[src/rtl/fp_post_normalize_pkg.sv]
// Shared FP32 post-normalize definitions: field sizes, raw mantissa bit positions,
// flag indices and FSM state encoding. Imported by the interface, top and rounder.
package fp_post_normalize_pkg;

  localparam int BIT_SIZE = 31;   // MSB index of packed word
  localparam int EXP_SIZE = 7;    // MSB index of exponent field
  localparam int EXP_BIAS = 127;
  localparam int EXP_MAX  = 255;
  localparam int MANT_W   = 28;

  // Raw mantissa layout: carry, hidden, 23-bit fraction, guard, round, sticky
  localparam int CARRY_BIT  = 27;
  localparam int HIDDEN_BIT = 26;
  localparam int LSB_BIT    = 3;
  localparam int G_BIT      = 2;
  localparam int R_BIT      = 1;
  localparam int S_BIT      = 0;

  localparam int FLAG_INEXACT   = 0;
  localparam int FLAG_UNDERFLOW = 1;
  localparam int FLAG_OVERFLOW  = 2;
  localparam int FLAG_ZERO      = 3;

  localparam logic [1:0] StIdle  = 2'd0;
  localparam logic [1:0] StNorm  = 2'd1;
  localparam logic [1:0] StRound = 2'd2;
  localparam logic [1:0] StDone  = 2'd3;

endpackage

[src/rtl/fp_post_normalize_if.sv]
// Handshake bundle for the post-normalize stage.
//   in_*  : raw aligned sum from the adder core (valid/ready)
//   out_* : packed IEEE-754 single and flags toward the result register (valid/ready)
// master = producer/consumer side (adder core + result register), slave = this stage.
interface fp_post_normalize_if;
  import fp_post_normalize_pkg::*;

  logic                in_valid;
  logic                in_ready;
  logic                in_sign;
  logic [EXP_SIZE:0]   in_exp;
  logic [MANT_W-1:0]   in_mant;
  logic                out_valid;
  logic                out_ready;
  logic [BIT_SIZE:0]   out_result;
  logic [3:0]          out_flags;

  modport master (
    output in_valid, in_sign, in_exp, in_mant, out_ready,
    input  in_ready, out_valid, out_result, out_flags
  );

  modport slave (
    input  in_valid, in_sign, in_exp, in_mant, out_ready,
    output in_ready, out_valid, out_result, out_flags
  );

endinterface

[src/rtl/fp_round_rne.sv]
// Combinational round-to-nearest-even of a normalized raw mantissa.
//   mant    : raw mantissa (carry clear after normalization)
//   exp     : signed internal exponent
//   sig     : rounded {hidden, fraction[22:0]}
//   exp_rnd : exponent, bumped when rounding carries out
//   inexact : any of guard/round/sticky set before rounding
module fp_round_rne
  import fp_post_normalize_pkg::*;
(
  input  logic [MANT_W-1:0] mant,
  input  logic signed [9:0] exp,
  output logic [23:0]       sig,
  output logic signed [9:0] exp_rnd,
  output logic              inexact
);

  logic        inc;
  logic [24:0] sum;

  always_comb begin
    inexact = mant[G_BIT] | mant[R_BIT] | mant[S_BIT];
    inc     = mant[G_BIT] & (mant[R_BIT] | mant[S_BIT] | mant[LSB_BIT]);
    sum     = mant[CARRY_BIT:LSB_BIT] + 25'(inc);
    // All-ones significand rounds to 10.000..0; renormalize by one place.
    if (sum[24]) begin
      sig     = sum[24:1];
      exp_rnd = exp + 10'sd1;
    end else begin
      sig     = sum[23:0];
      exp_rnd = exp;
    end
  end

endmodule

[src/rtl/fp_post_normalize.sv]
// FP32 add/sub back end: iterative 1-bit/cycle normalization, carry fix-up,
// round-to-nearest-even and packing of the raw aligned sum.
//   clk, rst : clock, synchronous active-high reset
//   bus      : slave side of fp_post_normalize_if (input and output handshakes)
module fp_post_normalize
  import fp_post_normalize_pkg::*;
(
  input logic                clk,
  input logic                rst,
  fp_post_normalize_if.slave bus
);

  logic [1:0]          state_q, state_d;
  logic                sign_q, sign_d;
  logic signed [9:0]   exp_q, exp_d;
  logic [MANT_W-1:0]   mant_q, mant_d;
  logic [BIT_SIZE:0]   result_q, result_d;
  logic [3:0]          flags_q, flags_d;

  logic [23:0]         rnd_sig;
  logic signed [9:0]   rnd_exp;
  logic                rnd_inexact;
  logic [EXP_SIZE:0]   exp_field;

  fp_round_rne u_round (
    .mant    (mant_q),
    .exp     (exp_q),
    .sig     (rnd_sig),
    .exp_rnd (rnd_exp),
    .inexact (rnd_inexact)
  );

  assign bus.in_ready   = (state_q == StIdle) && !rst;
  assign bus.out_valid  = (state_q == StDone);
  assign bus.out_result = result_q;
  assign bus.out_flags  = flags_q;

  // A clear hidden bit after normalization means a denormal: field encodes as 0.
  assign exp_field = rnd_sig[23] ? rnd_exp[EXP_SIZE:0] : '0;

  always_comb begin
    state_d  = state_q;
    sign_d   = sign_q;
    exp_d    = exp_q;
    mant_d   = mant_q;
    result_d = result_q;
    flags_d  = flags_q;
    case (state_q)
      StIdle: begin
        if (bus.in_valid) begin
          sign_d  = bus.in_sign;
          // Denormal operand: exponent 1 with hidden bit clear.
          exp_d   = (bus.in_exp == '0) ? 10'sd1 : $signed({2'b00, bus.in_exp});
          mant_d  = bus.in_mant;
          state_d = StNorm;
        end
      end
      StNorm: begin
        if (mant_q == '0) begin
          state_d = StRound;
        end else if (mant_q[CARRY_BIT]) begin
          // Shifted-out bit folds into sticky.
          mant_d  = {1'b0, mant_q[MANT_W-1:2], mant_q[1] | mant_q[0]};
          exp_d   = exp_q + 10'sd1;
          state_d = StRound;
        end else if (mant_q[HIDDEN_BIT] || exp_q <= 10'sd1) begin
          state_d = StRound;
        end else begin
          mant_d = {mant_q[MANT_W-2:0], 1'b0};
          exp_d  = exp_q - 10'sd1;
        end
      end
      StRound: begin
        flags_d = '0;
        if (rnd_exp >= $signed(10'(EXP_MAX))) begin
          result_d                = {sign_q, 8'hFF, 23'h0};
          flags_d[FLAG_OVERFLOW]  = 1'b1;
          flags_d[FLAG_INEXACT]   = 1'b1;
        end else begin
          result_d                = {sign_q, exp_field, rnd_sig[22:0]};
          flags_d[FLAG_INEXACT]   = rnd_inexact;
          flags_d[FLAG_UNDERFLOW] = rnd_inexact && (exp_field == '0);
          flags_d[FLAG_ZERO]      = ({exp_field, rnd_sig[22:0]} == '0);
        end
        state_d = StDone;
      end
      StDone: begin
        if (bus.out_ready) state_d = StIdle;
      end
      default: state_d = StIdle;
    endcase
  end

  always_ff @(posedge clk) begin
    if (rst) begin
      state_q  <= StIdle;
      sign_q   <= 1'b0;
      exp_q    <= '0;
      mant_q   <= '0;
      result_q <= '0;
      flags_q  <= '0;
    end else begin
      state_q  <= state_d;
      sign_q   <= sign_d;
      exp_q    <= exp_d;
      mant_q   <= mant_d;
      result_q <= result_d;
      flags_q  <= flags_d;
    end
  end

endmodule

[src/flat_wrapper.sv]
// flat-port wrapper written by rule: the top's interface ports become plain ports
module fp_post_normalize_flat import fp_post_normalize_pkg::*;
  (clk, rst, bus_in_valid, bus_in_sign, bus_in_exp, bus_in_mant, bus_out_ready, bus_in_ready, bus_out_valid, bus_out_result, bus_out_flags);
  fp_post_normalize_if bus_i ();
  input logic clk;
  input logic rst;
  input wire logic [$bits(bus_i.in_valid)-1:0] bus_in_valid;
  input wire logic [$bits(bus_i.in_sign)-1:0] bus_in_sign;
  input wire logic [$bits(bus_i.in_exp)-1:0] bus_in_exp;
  input wire logic [$bits(bus_i.in_mant)-1:0] bus_in_mant;
  input wire logic [$bits(bus_i.out_ready)-1:0] bus_out_ready;
  output wire logic [$bits(bus_i.in_ready)-1:0] bus_in_ready;
  output wire logic [$bits(bus_i.out_valid)-1:0] bus_out_valid;
  output wire logic [$bits(bus_i.out_result)-1:0] bus_out_result;
  output wire logic [$bits(bus_i.out_flags)-1:0] bus_out_flags;
  assign bus_i.in_valid = bus_in_valid;
  assign bus_i.in_sign = bus_in_sign;
  assign bus_i.in_exp = bus_in_exp;
  assign bus_i.in_mant = bus_in_mant;
  assign bus_i.out_ready = bus_out_ready;
  assign bus_in_ready = bus_i.in_ready;
  assign bus_out_valid = bus_i.out_valid;
  assign bus_out_result = bus_i.out_result;
  assign bus_out_flags = bus_i.out_flags;
  fp_post_normalize u_core (.clk(clk), .rst(rst), .bus(bus_i));
endmodule
[config.mk]
export PLATFORM = sky130hd
export DESIGN_NAME = fp_post_normalize_flat
export DESIGN_NICKNAME = d
export VERILOG_FILES = /design/src/rtl/fp_post_normalize_pkg.sv /design/src/rtl/fp_post_normalize_if.sv /design/src/rtl/fp_round_rne.sv /design/src/rtl/fp_post_normalize.sv /design/src/flat_wrapper.sv
export SDC_FILE = /design/constraint.sdc
export NUM_CORES = 1
export LEC_CHECK = 0
export CAP_MARGIN = 20
export CORE_MARGIN = 3
export CORE_UTILIZATION = 47
export CTS_BUF_LIST = sky130_fd_sc_hd__clkbuf_8
export DETAILED_ROUTE_END_ITERATION = 8
export GPL_TIMING_DRIVEN = 0
export PLACE_DENSITY = 0.7
export SYNTH_ARGS = -nofsm -noshare
export SYNTH_HDL_FRONTEND = slang
export SYNTH_SLANG_ARGS = --single-unit
export TNS_END_PERCENT = 100
[constraint.sdc]
create_clock -name clk -period 4.2 [get_ports clk]
set_clock_uncertainty 0.05 [all_clocks]
set_input_delay 0.42 -clock clk [delete_from_list [all_inputs] [get_ports clk]]
set_output_delay 0.42 -clock clk [all_outputs]
set_load 0.1 [all_outputs]
# Yosys cells after proc, flatten, opt, wreduce, memory -nomap -nowiden
# Cells that the tools add are included.
# totals
ff_bits	77
# op_classes
n_addsub	3
order_cmp	2
n_eq_ne	8
n_mux	25
bitwise_logic	5
n_reduce_logical	14
# op_table
cell	count
2-to-1 mux 28 bit	4
one-hot mux 28 bit (2 select lines)	1
2-to-1 mux 10 bit	5
logical NOT 31 bit	1
2-to-1 mux 31 bit	1
logical NOT 28 bit	1
adder 25 x 1 -> 25 bit	1
2-to-1 mux 24 bit	1
one-hot mux 10 bit (2 select lines)	1
logical NOT 8 bit	2
2-to-1 mux 8 bit	2
adder 10 x 2 -> 10 bit (second input constant)	1
greater-or-equal comparator 10 x 9 -> 1 bit (second input constant)	1
<= comparator 10 x 2 -> 1 bit (second input constant)	1
2-to-1 mux 2 bit	5
subtractor 10 x 2 -> 10 bit (second input constant)	1
one-hot mux 2 bit (4 select lines)	1
!= test 2 bit (second input constant)	3
AND reduction 3 bit	2
equality test 2 bit (second input constant)	2
2-to-1 mux 1 bit	4
!= test 4 x 1 -> 1 bit (second input constant)	1
OR 1 bit	4
AND reduction 4 bit	1
9 further kinds	10

# Depth between registers and ports, before layout
# depth
depth_word	9
ltp_mapped	14

# Hierarchy
# From an unflattened synthesis, not the netlist that was laid out.
# hier_totals
hier_cells	709
hier_area_um2	5400.2
# by_module_without_submodules
module	instances	cells_each	area_per_inst_um2
fp_post_normalize	1	453	3712.3
fp_round_rne	1	256	1687.9

# Worst setup path before layout
# No wires, ideal clock.
# synth_path
path_type	register to register
startpoint	register u_core.mant_q[2]
endpoint	register u_core.result_q[6], in the netlist u_core.bus.out_result[6]
setup_time_ns	0.128
t_arrival_ns	3.031
required_ns	4.022
setup_slack_ns	0.992
path_stages_with_launch	14
cell_sequence	dfxtp_1 -> clkbuf_1 -> and2_1 -> ha_1 -> nand3_1 -> or4_4 -> or3_1 -> clkbuf_1 -> a221oi_1 -> o32a_1 -> nor4_4 -> buf_4 -> a32oi_1 -> nor2_1
# synth_via
elab_chain_len	5
elab_cells_between_ends	6
# synth_lines
item	line_no	source
start, declared	fp_post_normalize.sv:16	logic [MANT_W-1:0] mant_q, mant_d;
start signal, assigned	fp_post_normalize.sv:106	mant_q <= mant_d;
bitwise AND 1 bit *	fp_round_rne.sv:22	inc = mant[G_BIT] & (mant[R_BIT] | mant[S_BIT] | mant[LSB_BIT]);
adder 25 x 1 -> 25 bit *	fp_round_rne.sv:23	sum = mant[CARRY_BIT:LSB_BIT] + 25'(inc);
2-to-1 mux 10 bit	fp_round_rne.sv:25	if (sum[24]) begin
greater-or-equal comparator 10 x 9 -> 1 bit	fp_post_normalize.sv:75	if (rnd_exp >= $signed(10'(EXP_MAX))) begin
2-to-1 mux 31 bit *	fp_post_normalize.sv:75	
end signal, assigned	fp_post_normalize.sv:107	result_q <= result_d;
end, declared	fp_post_normalize.sv:17	logic [BIT_SIZE:0] result_q, result_d;
# Mark *: on every way between the ends. The rest lies on a longest branch, timed or not.
# A chain may end at the register's enable or synchronous reset.

# Worst setup path in the final report
# layout_path
startpoint	register u_core.mant_q[2]
endpoint	register u_core.flags_q[3], in the netlist u_core.bus.out_flags[3]
# layout_via
elab_chain_len	6
elab_cells_between_ends	8
# layout_lines
item	line_no	source
bitwise AND 1 bit *	fp_round_rne.sv:22	
adder 25 x 1 -> 25 bit *	fp_round_rne.sv:23	
branches (longest 3 deep; another with greater-or-equal comparator 10 x 9 -> 1 bit)	-	
2-to-1 mux 1 bit *	fp_post_normalize.sv:75	
end signal, assigned	fp_post_normalize.sv:108	flags_q <= flags_d;
end, declared	fp_post_normalize.sv:18	logic [3:0] flags_q, flags_d;
# Every way passes the cells marked *.

==> key figures <==
Run status
  • Status: finished clean

Finish
  • Multi-input logic area: 0.00358 sq mm
  • Most frequent cells in the layout: nor2_1 (119), a21oi_1 (91), clkdlybuf4s50_1 (77), dfxtp_1 (77), nand2_1 (73)
  • Most common cell after layout, fill and taps aside: nor2_1
  • Post-route insts no fill: 1020
  • FF/Latch Area: 0.00154 sq mm
  • Share of cells above drive strength 1: 4.20%
  • Nets: 926
  • Fill cells: 1111
  • Ant. Diodes: 0
  • Area delta synth->final: 20.4%

Critical path
  • CP cell instances: and2_1 -> ha_1 -> nand3_1 -> or4_4 -> or3_1 -> clkbuf_1 -> nand2_1 -> buf_4 -> mux2i_1 -> nor4_1 -> nand4_1 -> o31ai_1
  • Crit. End Element: register
  • Crit-path leading delay family: simple AND/OR/NAND/NOR gates
  • Req. time, crit path: 4.43 ns
  • Startpoint types: register
  • WP data arrival: 4.04 ns
  • Slowest cell on crit path: or4_4
  • Critical path buffers and inverters: 2
  • Critical path class: register to register
  • CP peak stage delay: 0.63 ns
  • Crit-path max FO: 10

Logic synthesis
  • Largest cells by area after synthesis: dfxtp_1 (28%), a21oi_1 (8.3%), nor2_1 (8.1%)
  • Post-synthesis instance total: 790
  • Post-synthesis register bit count: 77
  • Average size of a mapped cell: 6.96 sq um
  • Async SR Flop Fraction: 0%
  • Synth Flop Type: dfxtp_1
  • Synth top area share: 28.0%
  • Total number of yosys warnings: 0
  • Register area share after synthesis: 28.0%
  • Synth area leader: dfxtp_1
  • Post-synth EDFFs: 0
  • Synth Cell Area: 0.00550 sq mm
  • Post-Syn Nets: 839
  • Yosys cell types: 57

Floorplan
  • Initial Util: 49.4%
  • Die Area: 0.0130 sq mm
  • Die height: 114 um
  • Die width: 114 um
  • Row cnt: 38
  • IO Pins: 79
  • Core area: 0.0111 sq mm

CTS
  • Clock Tree Root: clkbuf_8
  • Clock Path Buffers: 2
  • Clock-pin slew on the worst setup and hold paths: 0.08 ns
  • Post-CTS setup buffer count: 0
  • Clk Latency, worst-skew pair: 0.37 ns
  • CTS Hold Bufs: 0
  • Num CTS Buffers: 9
  • CTS tree: built
  • H-tree depth: 3
  • Number of clock sinks: 77

Placement
  • PortBufs: 77
  • Global placer's final weighted congestion: 0.962
  • Placed cells: 1007
  • Final HPWL DP: 15000 um

STA
  • Setup violations, final: 0
  • RSZ-0062 raised after global routing: false
  • Final Cycle Share: 90.7%
  • Fin crit period: 3.81 ns
  • Fmax: 263 MHz
  • Final hold violations: 0
  • Slew margin rel.: 25.0%
  • Total negative slack: 0 ns
  • Worst Tran Pin Value: 1.12 ns
  • Final Max Tran Viols: 0

GRT
  • GRT overflow: 0
  • Initial antenna violation count: 0
  • M1 GR Usage: 41.5%
  • Vias in the first global route: 5989
  • All-Layer GR Usage: 29.9%
  • GRT met3 Usage: 5.55%
  • Gr busiest metal: met2
  • First-pass GRT wire length: 31300 um
  • GRT met2 Usage: 46.8%
  • Pin count of the biggest net entering global routing: 12

Detailed routing
  • Drt total wl: 19400 um
  • Routed Antenna Nets: 0
  • Routed vias/inst: 6.19
  • First-iteration detailed-routing DRC count: 758
  • DR pass1 iterations: 5
  • Vias: 6310
  • DRC Markers: 0
  • WL/cell: 19.0 um

Run
  • Max_cap viols: 0

Power
  • Worst vdd ir: 0.510 mV
  • Lkg Pwr: 2.27 nW
  • Power per cell area: 862 mW/mm^2

Hold path
  • Worst min-delay path category: register to register
-- registers in the layout, summed over array words and instances (netlist names) --
register,cells
u_core.mant_q,28
u_core.exp_q,10
u_core.state_q,2
u_core.bus.out_result,32
u_core.sign_q,1
u_core.bus.out_flags,4
-- logic make-up (layout without fill, tap and decap cells) --
kind of cell | Yosys count | count (layout) | share of synthesized area [%]
AND/OR/NAND/NOR | 349 | 349 | 31.4
buffers and inverters | 94 | 184 | 6.98
AO/OA/AOI/OAI | 233 | 233 | 27.0
XOR/XNOR | 22 | 22 | 3.50
multiplexers | 7 | 7 | 1.30
flip-flops | 77 | 77 | 28.0
adder cells (fa/ha/maj) | 8 | 8 | 1.82
-- worst min-delay path, stage by stage (launching register included) --
cell     delay, ns
dfxtp_1       0.31
nand2_1       0.06
a21oi_1       0.05
-- cells in the mapped netlist (4+ instances only) --
cell / number
a221oi_1: 4
dfxtp_1: 77
a21oi_1: 91
nand4_1: 15
a31oi_1: 8
mux2i_1: 6
nand2_1: 73
o211ai_1: 14
and4_1: 5
o21ai_0: 26
nor4_1: 11
nor3b_1: 24
nor3_1: 32
nor2b_1: 7
a211oi_1: 33
buf_2: 9
a22oi_1: 13
inv_1: 11
nand3_1: 17
o31ai_1: 5
nand2b_1: 7
buf_4: 5
clkbuf_1: 67
o22ai_1: 5
ha_1: 8
xor2_1: 7
xnor2_1: 15
o21a_1: 4
or3_1: 7
and2_1: 8
and3_1: 14
a32oi_1: 8
nor2_1: 119
-- layer usage --
layer  wire length [um]  up-vias
met2               8630      360
met4                360        0
li1                   -     3033
met3               1900       33
met1               8510     2884
met5                  0        -
-- what timing repair did --
action / CTS / global route
resized for setup: 0 / 0
endpoints found under the setup margin: 0 / 1
endpoints found under the hold margin: 0 / 0
-- power by group --
group	leakage [nW]	total, mW	switching, mW	internal [mW]
combinational	1.54	3.96	2.76	1.19
sequential	0.629	1.20	0.217	0.987
clock	0.101	0.550	0.271	0.279
total	2.27	5.71	3.25	2.46
-- metrics by stage --
stage	instance area, sq um	power, mW	util, %	hold WS [ns]	worst slack [ns]
after floorplan	5500	4.02	-	0.386	0.992
after global placement	6450	5.01	58.0	0.391	0.334
after detailed placement	6450	5.07	58.0	0.403	0.329
after CTS	6630	5.62	59.6	0.414	0.290
after global routing	6620	6.12	59.5	0.430	0.152
final	6620	5.71	59.5	0.411	0.392
-- path summary, 6_finish.rpt --
path / to / slack (ns) / start / depth (start not counted)
worst max-delay path: u_core.bus.out_flags[3]$_SDFFE_PP0P_ / 0.39 / u_core.mant_q[2]$_SDFFE_PP0P_ / 12
worst min-delay path: u_core.bus.out_result[10]$_SDFFE_PP0P_ / 0.41 / u_core.bus.out_result[10]$_SDFFE_PP0P_ / 2
worst max register to register: u_core.bus.out_flags[3]$_SDFFE_PP0P_ / 0.39 / u_core.mant_q[2]$_SDFFE_PP0P_ / 12
worst min register to register: u_core.bus.out_result[10]$_SDFFE_PP0P_ / 0.41 / u_core.bus.out_result[10]$_SDFFE_PP0P_ / 2
-- layout make-up --
| cell class | count | area share [%] |
|---|---|---|
| Tap cell | 140 | 2.64 |
| Inverter | 11 | 0.623 |
| Clock buffer | 10 | 2.08 |
| Multi-Input combinational cell | 619 | 54.0 |
| Clock inverter | 4 | 0.642 |
| Timing Repair Buffer | 77 | 11.6 |
| Sequential cell | 77 | 23.3 |
| Buffer | 82 | 5.12 |
No activity file was read; power rests on OpenSTA's default activity.
==> edit (config.mk and constraints unchanged) <==
Make the reset (`rst`) asynchronous in one clocked block. Comments in the files are not updated.
--- a/src/rtl/fp_post_normalize.sv
+++ b/src/rtl/fp_post_normalize.sv
@@ -91,7 +91,7 @@
     endcase
   end
 
-  always_ff @(posedge clk) begin
+  always_ff @(posedge clk or posedge rst) begin
     if (rst) begin
       state_q  <= StIdle;
       sign_q   <= 1'b0;
Formal check against the unedited RTL: differs if rst is asserted again (counterexample within 4 cycles, from zero or initial values and one cycle with rst high); with rst held inactive, the same outputs for 4 cycles.
==> edit against the unedited design <==
- die area rose by 3.9%
- sequential cell count unchanged
- wire length is 3.2% lower
- synthesized cell count shrank 9.5%
- final area grew 3.8%
- area after synthesis rose by 4.1%
- setup slack better by 7.7 ps
- worst hold slack got worse by 40 ps
Power is left out: the tool's default activity adds up to more than one toggle a clock period on the data nets, which glitch-free logic cannot reach.
==> edit: results (changes against the unedited design) <==
* Status: complete, no violations (unchanged)
* R2R cell count at 12 (unchanged)
* Reg2reg end: u_core.bus.out_flags[3]$_DFFE_PP0P_ (was u_core.bus.out_flags[3]$_SDFFE_PP0P_)
* Dpl cell area at 6720 sq um (was 6450 sq um)
* First-pass GRT wire length at 30,000 um (was 31,300 um)
* Port buffer count at 78 (was 77)
* Reg-to-reg slack, setup at 400 ps
* Detailed Place HPWL at 14,100 um (was 15,000 um)
* DR pass1 iterations at 6 (was 5)
* Worst EP arrival at 4020 ps (was 4040 ps)
* Hold buffers post-CTS at 0 (unchanged)
* Slew margin rel. at 34.3% (was 25.0%)
* GRT Total Usage at 28.3% (was 29.9%)
* Commonest cells in the netlist: 105 x nand2_1, 77 x dfrtp_1, 69 x o21ai_0, 54 x nor2_1, 50 x clkbuf_1 (was 119 x nor2_1, 91 x a21oi_1, 77 x dfxtp_1, 73 x nand2_1, 67 x clkbuf_1)
* Antenna violations before repair at 0 (unchanged)
* Skew-Pair Late Insertion Delay at 370 ps (about the same)
* Synthesized net count at 764 (was 839)
* Asr flop ratio synth at 100% (was 0%)
* Filler Cell Count at 1,112 (was 1,111)
* Via count at 6,034 (was 6,310)
* Largest net degree at the start of global routing at 46 (was 12)
* Worst min path class: in -> async (was reg -> reg)
* Antenna diodes at 0 (unchanged)
* CP Max Fanout at 10 (unchanged)
* Vias in the first global route at 5,634 (was 5,989)
* Library cells used by synthesis at 76 (was 57)
* Share of cells above drive strength 1 at 7.68% (was 4.20%)
* Number of flip-flops in the largest register at 32 (unchanged)
* Detailed router's first-iteration violation count at 554 (was 758)
* Routability congestion estimate at 0.940 (was 0.962)
* Final net count at 854 (was 926)
* R2r startpoint: u_core.mant_q[3]$_DFFE_PP0P_ (was u_core.mant_q[2]$_SDFFE_PP0P_)
* Seq/Total Area, Yosys at 33.6% (was 28.0%)
* Wire per inst at 19.8 um (was 19.0 um)
* Synth top area cells: dfrtp_1 34%, nand2_1 6.9%, o21ai_0 6.0%, nor2_1 3.5%, a21oi_1 3.4% (was dfxtp_1 28%, a21oi_1 8.3%, nor2_1 8.1%, nand2_1 5.0%, clkbuf_1 4.6%)
-- edit: cell count changes in the layout (fill, tap and decap cells not counted), sizes merged, moves of 17 or more --
| cell | before | now |
|---|---|---|
| a211oi | 33 | 1 |
| dfxtp | 77 | 0 |
| nand2 | 73 | 106 |
| nor3b | 24 | 0 |
| nor2 | 119 | 56 |
| a21oi | 91 | 40 |
| o21ai | 28 | 70 |
| o2bb2ai | 0 | 17 |
| dfrtp | 0 | 77 |
-- edit: worst max path at each step --
stage / cells after the start / start / slack (ps) / end
after CTS: 12 / u_core.mant_q[3]$_DFFE_PP0P_ / 380 / u_core.bus.out_flags[3]$_DFFE_PP0P_
after detailed placement: 12 / u_core.mant_q[3]$_DFFE_PP0P_ / 420 / u_core.bus.out_flags[3]$_DFFE_PP0P_
final: 12 / u_core.mant_q[3]$_DFFE_PP0P_ / 400 / u_core.bus.out_flags[3]$_DFFE_PP0P_
after global placement: 2 / rst / 450 / u_core.bus.out_result[0]$_DFFE_PP0P_
after floorplan: 12 / u_core.mant_q[3]$_DFFE_PP0P_ / 1030 / u_core.bus.out_flags[3]$_DFFE_PP0P_
after global routing: 12 / u_core.mant_q[3]$_DFFE_PP0P_ / 140 / u_core.bus.out_flags[3]$_DFFE_PP0P_
-- edit: cells by family after synthesis --
logic type	Yosys count	synth area share, %
multiplexers	11	2.03
buffers and inverters	89	6.68
AO/OA/AOI/OAI	226	27.3
AND/OR/NAND/NOR	277	24.4
XOR/XNOR	27	4.13
flip-flops	77	33.6
adder cells (fa/ha/maj)	8	1.75
-- edit: critical path, cell delays in order (launching register included) --
cell	delay, ps
dfrtp_1	320
clkbuf_2	210
and2_1	150
ha_1	230
nand4_2	230
nor4_4	590
nand3_4	190
and2_4	220
buf_6	140
a221oi_4	530
nand2_4	160
a211o_1	350
o41ai_2	320
-- edit: area by class of cell --
cell class | instances | area share (%)
multi-input cells | 549 | 49.8
flip-flops and latches | 77 | 28.0
repair buffers | 79 | 11.8
plain buffers | 72 | 4.64
well taps | 143 | 2.60
clock buffers | 10 | 2.00
inverters | 17 | 0.965
clock inverters | 3 | 0.237
-- edit: routing by layer --
metal	share of wire [%]	routed length (um)	track usage (%)	vias up
li1	-	-	-	2808
met1	45	8500	40.2	2878
met2	44	8290	43.4	313
met3	8.4	1580	5.13	35
met4	2.1	399	9.82	0
met5	0	0	0	-
-- edit: stage by stage --
step                      worst slack, ps  utilization [%]  hold slack, ps  cells
after floorplan                      1030                -             424    715
after global routing                  137             58.9             414    950
after detailed placement              415             57.6             419    937
after global placement                450             57.4             412    936
final                                 400             58.9             371    950
after CTS                             379             58.9             384    950
